## src/rtl/gray_codec_pkg.sv

```systemverilog
// Shared types and reference conversions for the pipelined Binary/Gray codec.
// Covers both the default build and the GRAY_CODEC_PARITY_EN build.
package gray_codec_pkg;

    typedef enum logic {
        MODE_B2G = 1'b0,
        MODE_G2B = 1'b1
    } mode_e;

    // Widest word the reference functions handle; zero-extended inputs convert correctly.
    localparam int GC_MAX_W = 64;

    function automatic int bits_per_stage(input int width, input int stages);
        return (width + stages - 1) / stages;
    endfunction

    function automatic logic [GC_MAX_W-1:0] bin2gray(input logic [GC_MAX_W-1:0] b);
        return b ^ (b >> 1);
    endfunction

    function automatic logic [GC_MAX_W-1:0] gray2bin(input logic [GC_MAX_W-1:0] g);
        logic [GC_MAX_W-1:0] b;
        b[GC_MAX_W-1] = g[GC_MAX_W-1];
        for (int i = GC_MAX_W - 2; i >= 0; i--) begin
            b[i] = b[i+1] ^ g[i];
        end
        return b;
    endfunction

endpackage

```

## src/rtl/gray_codec_stage.sv

```systemverilog
// One codec pipeline stage: resolves decode bits [HI:LO] (first stage also encodes).
// GRAY_CODEC_PARITY_EN adds a registered parity output, driven only in the last stage.
module gray_codec_stage
    import gray_codec_pkg::*;
#(
    parameter int WIDTH = 8,
    parameter int HI    = 7,
    parameter int LO    = 0,
    parameter bit FIRST = 1'b0,
    parameter bit LAST  = 1'b0
) (
    input  logic             clk,
    input  logic             rst_n,
    input  logic             en,
    input  logic             in_valid,
    input  logic [WIDTH-1:0] in_data,
    input  mode_e            in_mode,
    output logic             out_valid,
    output logic [WIDTH-1:0] out_data,
    output mode_e            out_mode
`ifdef GRAY_CODEC_PARITY_EN
    ,
    output logic             out_parity
`endif
);

    logic [WIDTH-1:0]    nxt;
    logic [GC_MAX_W-1:0] wide;

    // Bits above this stage's slice are already binary, so resolving in place MSB-first is exact.
    always_comb begin
        nxt  = in_data;
        wide = '0;
        if (in_mode == MODE_G2B) begin
            for (int i = WIDTH - 2; i >= 0; i--) begin
                if (i >= LO && i <= HI) begin
                    nxt[i] = nxt[i+1] ^ nxt[i];
                end
            end
        end else if (FIRST) begin
            wide[WIDTH-1:0] = in_data;
            wide            = bin2gray(wide);
            nxt             = wide[WIDTH-1:0];
        end
    end

    always_ff @(posedge clk or negedge rst_n) begin
        if (!rst_n) begin
            out_valid <= 1'b0;
            out_data  <= '0;
            out_mode  <= MODE_B2G;
        end else if (en) begin
            out_valid <= in_valid;
            if (in_valid) begin
                out_data <= nxt;
                out_mode <= in_mode;
            end
        end
    end

`ifdef GRAY_CODEC_PARITY_EN
    always_ff @(posedge clk or negedge rst_n) begin
        if (!rst_n) begin
            out_parity <= 1'b0;
        end else if (en && in_valid) begin
            out_parity <= LAST ? ^nxt : 1'b0;
        end
    end
`endif

endmodule

```

## src/rtl/gray_codec_pipe.sv

```systemverilog
// Pipelined Binary/Gray codec with valid/ready handshake; latency equals STAGES.
// Optional out_parity port under GRAY_CODEC_PARITY_EN.
module gray_codec_pipe
    import gray_codec_pkg::*;
#(
    parameter int WIDTH  = 8,
    parameter int STAGES = 2
) (
    input  logic             clk,
    input  logic             rst_n,
    input  logic             in_valid,
    output logic             in_ready,
    input  logic [WIDTH-1:0] in_data,
    input  logic             in_mode,
    output logic             out_valid,
    input  logic             out_ready,
    output logic [WIDTH-1:0] out_data,
    output logic             out_mode
`ifdef GRAY_CODEC_PARITY_EN
    ,
    output logic             out_parity
`endif
);

    localparam int BPS = bits_per_stage(WIDTH, STAGES);

    logic             en;
    logic [STAGES:0]  v;
    logic [WIDTH-1:0] d [STAGES+1];
    mode_e            m [STAGES+1];
`ifdef GRAY_CODEC_PARITY_EN
    logic [STAGES-1:0] par;
`endif

    // Whole pipe moves in lockstep; bubbles shift too so gaps are preserved.
    assign en       = !out_valid || out_ready;
    assign in_ready = en;

    assign v[0] = in_valid;
    assign d[0] = in_data;
    assign m[0] = mode_e'(in_mode);

    for (genvar k = 0; k < STAGES; k++) begin : g_stage
        localparam int HI = WIDTH - 1 - k * BPS;
        localparam int LO = (HI - BPS + 1 < 0) ? 0 : HI - BPS + 1;

        gray_codec_stage #(
            .WIDTH (WIDTH),
            .HI    (HI),
            .LO    (LO),
            .FIRST (k == 0),
            .LAST  (k == STAGES - 1)
        ) u_stage (
            .clk       (clk),
            .rst_n     (rst_n),
            .en        (en),
            .in_valid  (v[k]),
            .in_data   (d[k]),
            .in_mode   (m[k]),
            .out_valid (v[k+1]),
            .out_data  (d[k+1]),
            .out_mode  (m[k+1])
`ifdef GRAY_CODEC_PARITY_EN
            ,
            .out_parity(par[k])
`endif
        );
    end

    assign out_valid = v[STAGES];
    assign out_data  = d[STAGES];
    assign out_mode  = logic'(m[STAGES]);
`ifdef GRAY_CODEC_PARITY_EN
    assign out_parity = par[STAGES-1];
`endif

endmodule
```

## config.mk

```make
export PLATFORM = sky130hd
export DESIGN_NAME = gray_codec_pipe
export DESIGN_NICKNAME = d
export VERILOG_FILES = /design/src/rtl/gray_codec_pkg.sv /design/src/rtl/gray_codec_stage.sv /design/src/rtl/gray_codec_pipe.sv
export SDC_FILE = /design/constraint.sdc
export NUM_CORES = 1
export LEC_CHECK = 0
export ABC_AREA = 1
export BUFFER_PORTS_ARGS = -buffer_cell sky130_fd_sc_hd__buf_4
export CORE_AREA = 2 2 47 49
export DETAILED_ROUTE_END_ITERATION = 12
export DIE_AREA = 0 0 49 51
export GPL_TIMING_DRIVEN = 0
export PLACE_DENSITY = 0.91
export SLEW_MARGIN = 10
export SYNTH_ARGS = -nofsm -noshare
export SYNTH_HDL_FRONTEND = slang
export SYNTH_SLANG_ARGS = --single-unit
```

## constraint.sdc

```tcl
create_clock -name clk -period 2.1 [get_ports clk]
set_clock_uncertainty 0.05 [all_clocks]
set_input_delay 0.42 -clock clk [delete_from_list [all_inputs] [get_ports clk]]
set_output_delay 0.42 -clock clk [all_outputs]
set_load 0.02 [all_outputs]
```

==> results of run 1 <==
[power by group through the flow]
stage               Clock [uW]  Combinational [uW]  Sequential (uW)
detailed placement           0                 532              558
global route               245                 576              563
CTS                        222                 534              550
finish                     218                 529              549
global placement             0                 514              551
floorplan                    0                 356              552
[how the worst max path moves through the flow]
stage / from / to / slack (ns) / cells after the start
2_1_floorplan: g_stage[1].u_stage.out_valid / g_stage[0].u_stage.out_mode / 0.86 / 7
3_3_place_gp: out_ready / in_ready / 0.75 / 4
3_5_place_dp: out_ready / in_ready / 0.75 / 4
4_1_cts: g_stage[1].u_stage.out_valid / in_ready / 0.58 / 4
5_1_grt: g_stage[1].u_stage.out_valid / in_ready / 0.52 / 4
6_report: g_stage[1].u_stage.out_valid / in_ready / 0.59 / 4
[per-stage QoR]
stage | cells | area, sq um | util (%)
2_1_floorplan | 128 | 1060 | -
3_3_place_gp | 179 | 1267 | 61.43
3_5_place_dp | 179 | 1267 | 61.43
4_1_cts | 184 | 1314 | 63.68
5_1_grt | 184 | 1314 | 63.68
6_report | 184 | 1314 | 63.68
[logic make-up (layout without fill, tap and decap cells)]
logic type / after synthesis / after routing
and+or+nand+nor: 55 / 55
DFF: 20 / 20
xor gates and xnor gates: 8 / 8
buffers and inverters: 26 / 54
AOI/OAI and AO/OA: 19 / 19
[metal layers]
metal / vias up / track usage (%) / share of wire, %
li1: 454 / - / -
met1: 398 / 17.69 / 40
met2: 29 / 28.54 / 53
met3: 7 / 2.632 / 4.6
met4: 0 / 10.00 / 2.0
met5: - / 0 / 0
[critical path, stage by stage, from the launching register on]
cell,delay (ns)
dfrtp_1,0.36
inv_1,0.04
nor2_1,0.11
inv_2,0.08
buf_4,0.16
[state kept, by name, summed over array words and instances (netlist names)]
register / cells
g_stage.u_stage.out_mode: 2
g_stage.u_stage.out_valid: 2
g_stage.u_stage.out_data: 16
[cell type report]
type	instances	area, sq um
sequential	20	500.5
buffer	10	78.83
fill	189	749.5
clock buffer	4	36.28
timing repair buffer	24	182.7
multi-input combinational	82	420.4
inverter	16	60.06
tap	28	35.03
[layout by cell type (no fill, tap or decap)]
cell type	n
nor2_1	3
buf_4	32
inv_2	2
nand3_2	4
xor2_1	7
inv_1	14
buf_6	1
o21ai_0	12
clkbuf_4	3
nand2_2	3
nand2_1	34
a22oi_1	1
dlygate4sd3_1	1
a21oi_1	5
clkbuf_8	1
o21ai_1	1
dfrtp_1	20
nand3_1	11
xnor2_1	1
==> results.md, run 1 <==
- Flops & latches, synth: 20
- Area growth, synth to finish: 23.97%
- Post-synth top area cell: dfrtp_1
- Die width: 49 um
- Initial antenna violation count: 0
- Rows: 17
- EDFF count, synth: 0
- R2R depth: 8
- Reg-to-reg endpoint: g_stage[1].u_stage.out_data[0]
- Die Ht: 51 um
- Setup TNS Final: 0 ns
- Post-Synth Simple-Gate Area: 23.85%
- CTS Hold Bufs: 1
- Cts repair resizes: 0
- Postcts setup bufs: 0
- Count leader, synth: nand2_1
- Critical Path RT: ~1.6 ns
- Clock power frac: approximately 17%
- Grt ovf: 0
- Maximum VDD drop: 0.5158 mV
- Crit Path Max Fanout: 5
- Ys flop type: dfrtp_1
- Cells after Synth: 128
- Top cell type's share of synthesized area: 47.23%
- RSZ-0062 raised after global routing: no
- Synth Area in XOR/XNOR: between 6 and 7%
- DR WL/cell: 9.728 um
- Starting DRT DRC Count: 6
- Clock tree root buffer cell: clkbuf_4
- Min-Delay Path Class: input port to register
- Cell Area, Synth: 0.001060 sq mm
- Worst EP arrival: 1.04 ns
- Static leakage: 0.0007017 uW
- CTS tree: done
- Final Setup Violations: 0
- Detailed-placement wirelength estimate: 1463 um
- Worst hold path endpoint: g_stage[0].u_stage.out_data[7]
- Top post-synthesis cells by area: dfrtp_1, nand2_1, buf_4
- Clk sinks: 20
- Worst slack at placement: 0.7471 ns
- Layout cell share with drive strength beyond 1: 29.49%
- Clock buffer count from CTS: 3
- H-tree levels: 1
- Number of routed nets with antenna violations: 0
- Core ar.: between 0.002 and 0.0025 sq mm
- YS warnings: 0
- Vias/cell: 4.826
- IO Port Bufs: 23
- Largest net degree at the start of global routing: 21
- Total global-route track usage: 15.91%
- Nets: 170
- Relative slew slack: 83.69%
- Synth Area in Compound Gates: 9.209%
- NetSw: 452.4 uW
- Portion of netlist area occupied by mux cells: 0%
- Max-cap viol count: 0
- Async set-reset flop share out of synthesis: 100.0%
- Synth unique cells: 16
- Kind of critical path: register to output port
- Final setup margin: 0.5862 ns
- Adder-Cell Fraction of Synth Area: 0%
- Int Pwr: between 800 and 900 uW
- CTS clk-pin slew, worst paths: 0.11 ns
- Total design power: 1296 uW
- Worst hold path depth: 3
- Sw Ratio: 34.91%
- Via count: 888
- # DRC: 0
- Initial Util: 51.36%
- Ant. Diodes: 0
- Period utilization: 72.09%
- Main combinational cell family by area after synthesis: simple AND/OR/NAND/NOR gates
- Clk buf depth: 2
- Fin crit period: 1.514 ns
- Start of the worst register-to-register path: g_stage[0].u_stage.out_data[4]
- Synth cell count leaders: nand2_1, dfrtp_1, inv_1, o21ai_0, nand3_1
- First-pass GRT wire length: 3036 um
- Slew @ Worst Pin: 0.2446 ns
- Min-delay src: in_data[7]
- Avg Synthesized Cell Area: just over 8 sq um
- Hold_ws: 0.3054 ns
- First-pass iteration count of the detailed router: 4
- IO Count: 24
- Die ar.: 0.002499 sq mm
- Power Density: 986.4 mW/mm^2
- Register area share after synthesis: around 47%
- Setup crit end kind: output port
- Final hold viol count: 0
- Outcome: finished clean
- Total nets after synthesis: 141
- Logic gate share of total power: around two fifths
- Sequential Power Share: 42.4%
- Final GP Congestion: 0.7375
- Post-Route WL: about 1800 um
- Max Fclk: 660.6 MHz
- Setup crit start kind: register
- Final Max Tran Viols: 0
- Clock latency on the worst-skew pair: 0.30 ns
- Number of global-route vias before repair: 772
- R2R setup slack: ~0.84 ns
Note: power is estimated with default switching activity, not from simulation.
==> run 2, diff against run 1 <==
--- a/config.mk
+++ b/config.mk
@@ -7,11 +7,11 @@
 export LEC_CHECK = 0
 export ABC_AREA = 1
 export BUFFER_PORTS_ARGS = -buffer_cell sky130_fd_sc_hd__buf_4
-export CORE_AREA = 2 2 47 49
+export CORE_AREA = 2 2 51 53
 export DETAILED_ROUTE_END_ITERATION = 12
-export DIE_AREA = 0 0 49 51
+export DIE_AREA = 0 0 53 55
 export GPL_TIMING_DRIVEN = 0
-export PLACE_DENSITY = 0.91
+export PLACE_DENSITY = 0.83
 export SLEW_MARGIN = 10
 export SYNTH_ARGS = -nofsm -noshare
 export SYNTH_HDL_FRONTEND = slang
==> constraint.sdc (replaced) <==
create_clock -name clk -period 1.3 [get_ports clk]
set_clock_uncertainty 0.05 [all_clocks]
set_input_delay 0.26 -clock clk [delete_from_list [all_inputs] [get_ports clk]]
set_output_delay 0.26 -clock clk [all_outputs]
set_load 0.02 [all_outputs]
==> results.md, run 2 (synthesis gave the netlist of run 1 again) <==
- Crit path largest cell delay: 0.37 ns
- Die ar.: roughly 0.0029 sq mm
- Clk sinks: 20
- Reg-to-reg endpoint: g_stage[1].u_stage.out_data[0]
- Clock tree root buffer cell: clkbuf_4
- Setup crit start kind: register
- Placed cells: 181
- Initial antenna violation count: 0
- Critical Path RT: 0.99 ns
- Die Ht: 55 um
- Initial Util: between 40 and 50%
- First-pass iteration count of the detailed router: 4
- R2R setup slack: 0.06 ns
- CTS tree: done
- Total design power: 2335 uW
- R2R depth: 8
- Finished Layout Cells: around 200
- Max Fclk: 762.2 MHz
- Layout cell share with drive strength beyond 1: 38.32%
- Largest regs: g_stage.u_stage.out_data: 16 flops, g_stage.u_stage.out_mode: 2 flops, g_stage.u_stage.out_valid: 2 flops
- Power Density: 1615 mW/mm^2
- Setup crit end kind: output port
- Rows: 18
- Setup TNS Final: -0.01193 ns
- Critical Path Start: g_stage[1].u_stage.out_valid
- Final Max Tran Viols: 0
- Area growth, synth to finish: 36.48%
- Core ar.: 0.002365 sq mm
- Biggest register: g_stage.u_stage.out_data
- RSZ-0062 raised after global routing: yes
- Crit Path Max Fanout: 2
- Die width: 53 um
- Maximum VDD drop: 0.7584 mV
- H-tree levels: 1
- Detailed-placement wirelength estimate: 1467 um
- Clk buf depth: 2
- DR WL/cell: 10.73 um
- Violated checks: negative setup slack
- Max-cap viol count: 0
- Worst EP arrival: 1.00 ns
- Final GP Congestion: roughly 0.80
- Kind of critical path: register to output port
- Number of routed nets with antenna violations: 0
- Starting DRT DRC Count: 19
- Fin crit period: 1.312 ns
- CTS clk-pin slew, worst paths: 0.11 ns
- Commonest non-fill, non-tap cell in the layout: buf_4
- Largest net degree at the start of global routing: 21
- Ant. Diodes: 0
- Outcome: finished, violations left
- Number of global-route vias before repair: 836
- First-pass GRT wire length: 3360 um
- Grt ovf: 0
- Max reg flops: 16
- # DRC: 0
- IO Count: 24
- CP max-delay cell: dfrtp_1
- Clock buffer count from CTS: 3
- Final setup margin: -0.01193 ns
- Final hold viol count: 0
- Critical Path Sink: in_ready
- # fillers: 223
- Relative slew slack: 83.46%
- Start of the worst register-to-register path: g_stage[0].u_stage.out_data[4]
- CP Cell Sequence: inv_1, nor2_2, inv_2, buf_6
- Via count: 956
- Nets: 181
- Vias/cell: 4.853
- Final Setup Violations: 1
- Post-Route WL: 2114 um
- Total global-route track usage: 16.08%
- Period utilization: 100.9%
- Clock latency on the worst-skew pair: around 0.3 ns
- Most frequent cells in the layout: buf_4, nand2_1, dfrtp_1, inv_1, o21ai_0
- Slew @ Worst Pin: approximately 0.25 ns
- Static leakage: 0.0007720 uW
- Min-Delay Path Class: input port to register
- IO Port Bufs: 23
-- run 2: worst min path at each step --
stage,slack (ns),endpoint,depth (start not counted),from
floorplan,-0.09,g_stage[0].u_stage.out_data[0],0,rst_n
global placement,0.09,g_stage[0].u_stage.out_data[7],1,rst_n
detailed placement,0.1,g_stage[0].u_stage.out_data[7],1,rst_n
CTS,0.14,g_stage[0].u_stage.out_data[7],3,in_data[7]
global route,0.16,g_stage[0].u_stage.out_data[7],3,in_data[7]
finish,0.14,g_stage[0].u_stage.out_data[7],3,in_data[7]
-- run 2: layer usage --
metal / routed length, um / global-route usage (%) / up-vias
met3: 96 / 1.613 / 5
met1: 850 / 17.35 / 439
met5: 0 / 0 / -
li1: - / - / 476
met2: 1116 / 30.21 / 36
met4: 51 / 10.26 / 0
-- run 2: worst max-delay path, delay by kind of cell, from the launching register on --
family,cells,cell delay [ns]
flip-flops,1,0.37
buffers and inverters,3,0.23
AND/OR/NAND/NOR,1,0.10
-- run 2: layout make-up --
type	count	area [sq um]	share of cell area, %
multi-input combinational	82	447.9	30.97
sequential	20	501.7	34.69
buffer	10	82.58	5.709
tap	30	37.54	2.595
inverter	16	60.06	4.152
clock buffer	4	36.28	2.509
timing repair buffer	35	280.3	19.38
-- run 2: repair_timing --
| item | in CTS | in global routing |
|---|---|---|
| pin swaps | 1 | 2 |
| hold buffers | 1 | 0 |
| endpoints found under the hold margin | 20 | 0 |
| endpoints found under the setup margin | 3 | 28 |
| buffers inserted | 3 | 8 |
| resized for setup | 1 | 13 |
-- run 2: power by group --
group | leakage (uW) | total [uW] | switching (uW) | internal [uW]
Combinational | 0.000510 | 1090 | 504 | 581
Sequential | 0.000241 | 896 | 116 | 780
Clock | 0.0000210 | 354 | 183 | 171
Total | 0.000772 | 2340 | 804 | 1530
-- run 2: through the flow --
stage	area (sq um)	hold slack (ns)	setup WS, ns	utilization, %
3_3_place_gp	1270	0.09189	0.1518	53.70
4_1_cts	1343	0.1365	-0.02328	56.77
5_1_grt	1446	0.1576	-0.07387	61.16
2_1_floorplan	1060	-0.08559	0.06106	-
3_5_place_dp	1270	0.09996	0.1071	53.70
6_report	1446	0.1397	-0.01193	61.16
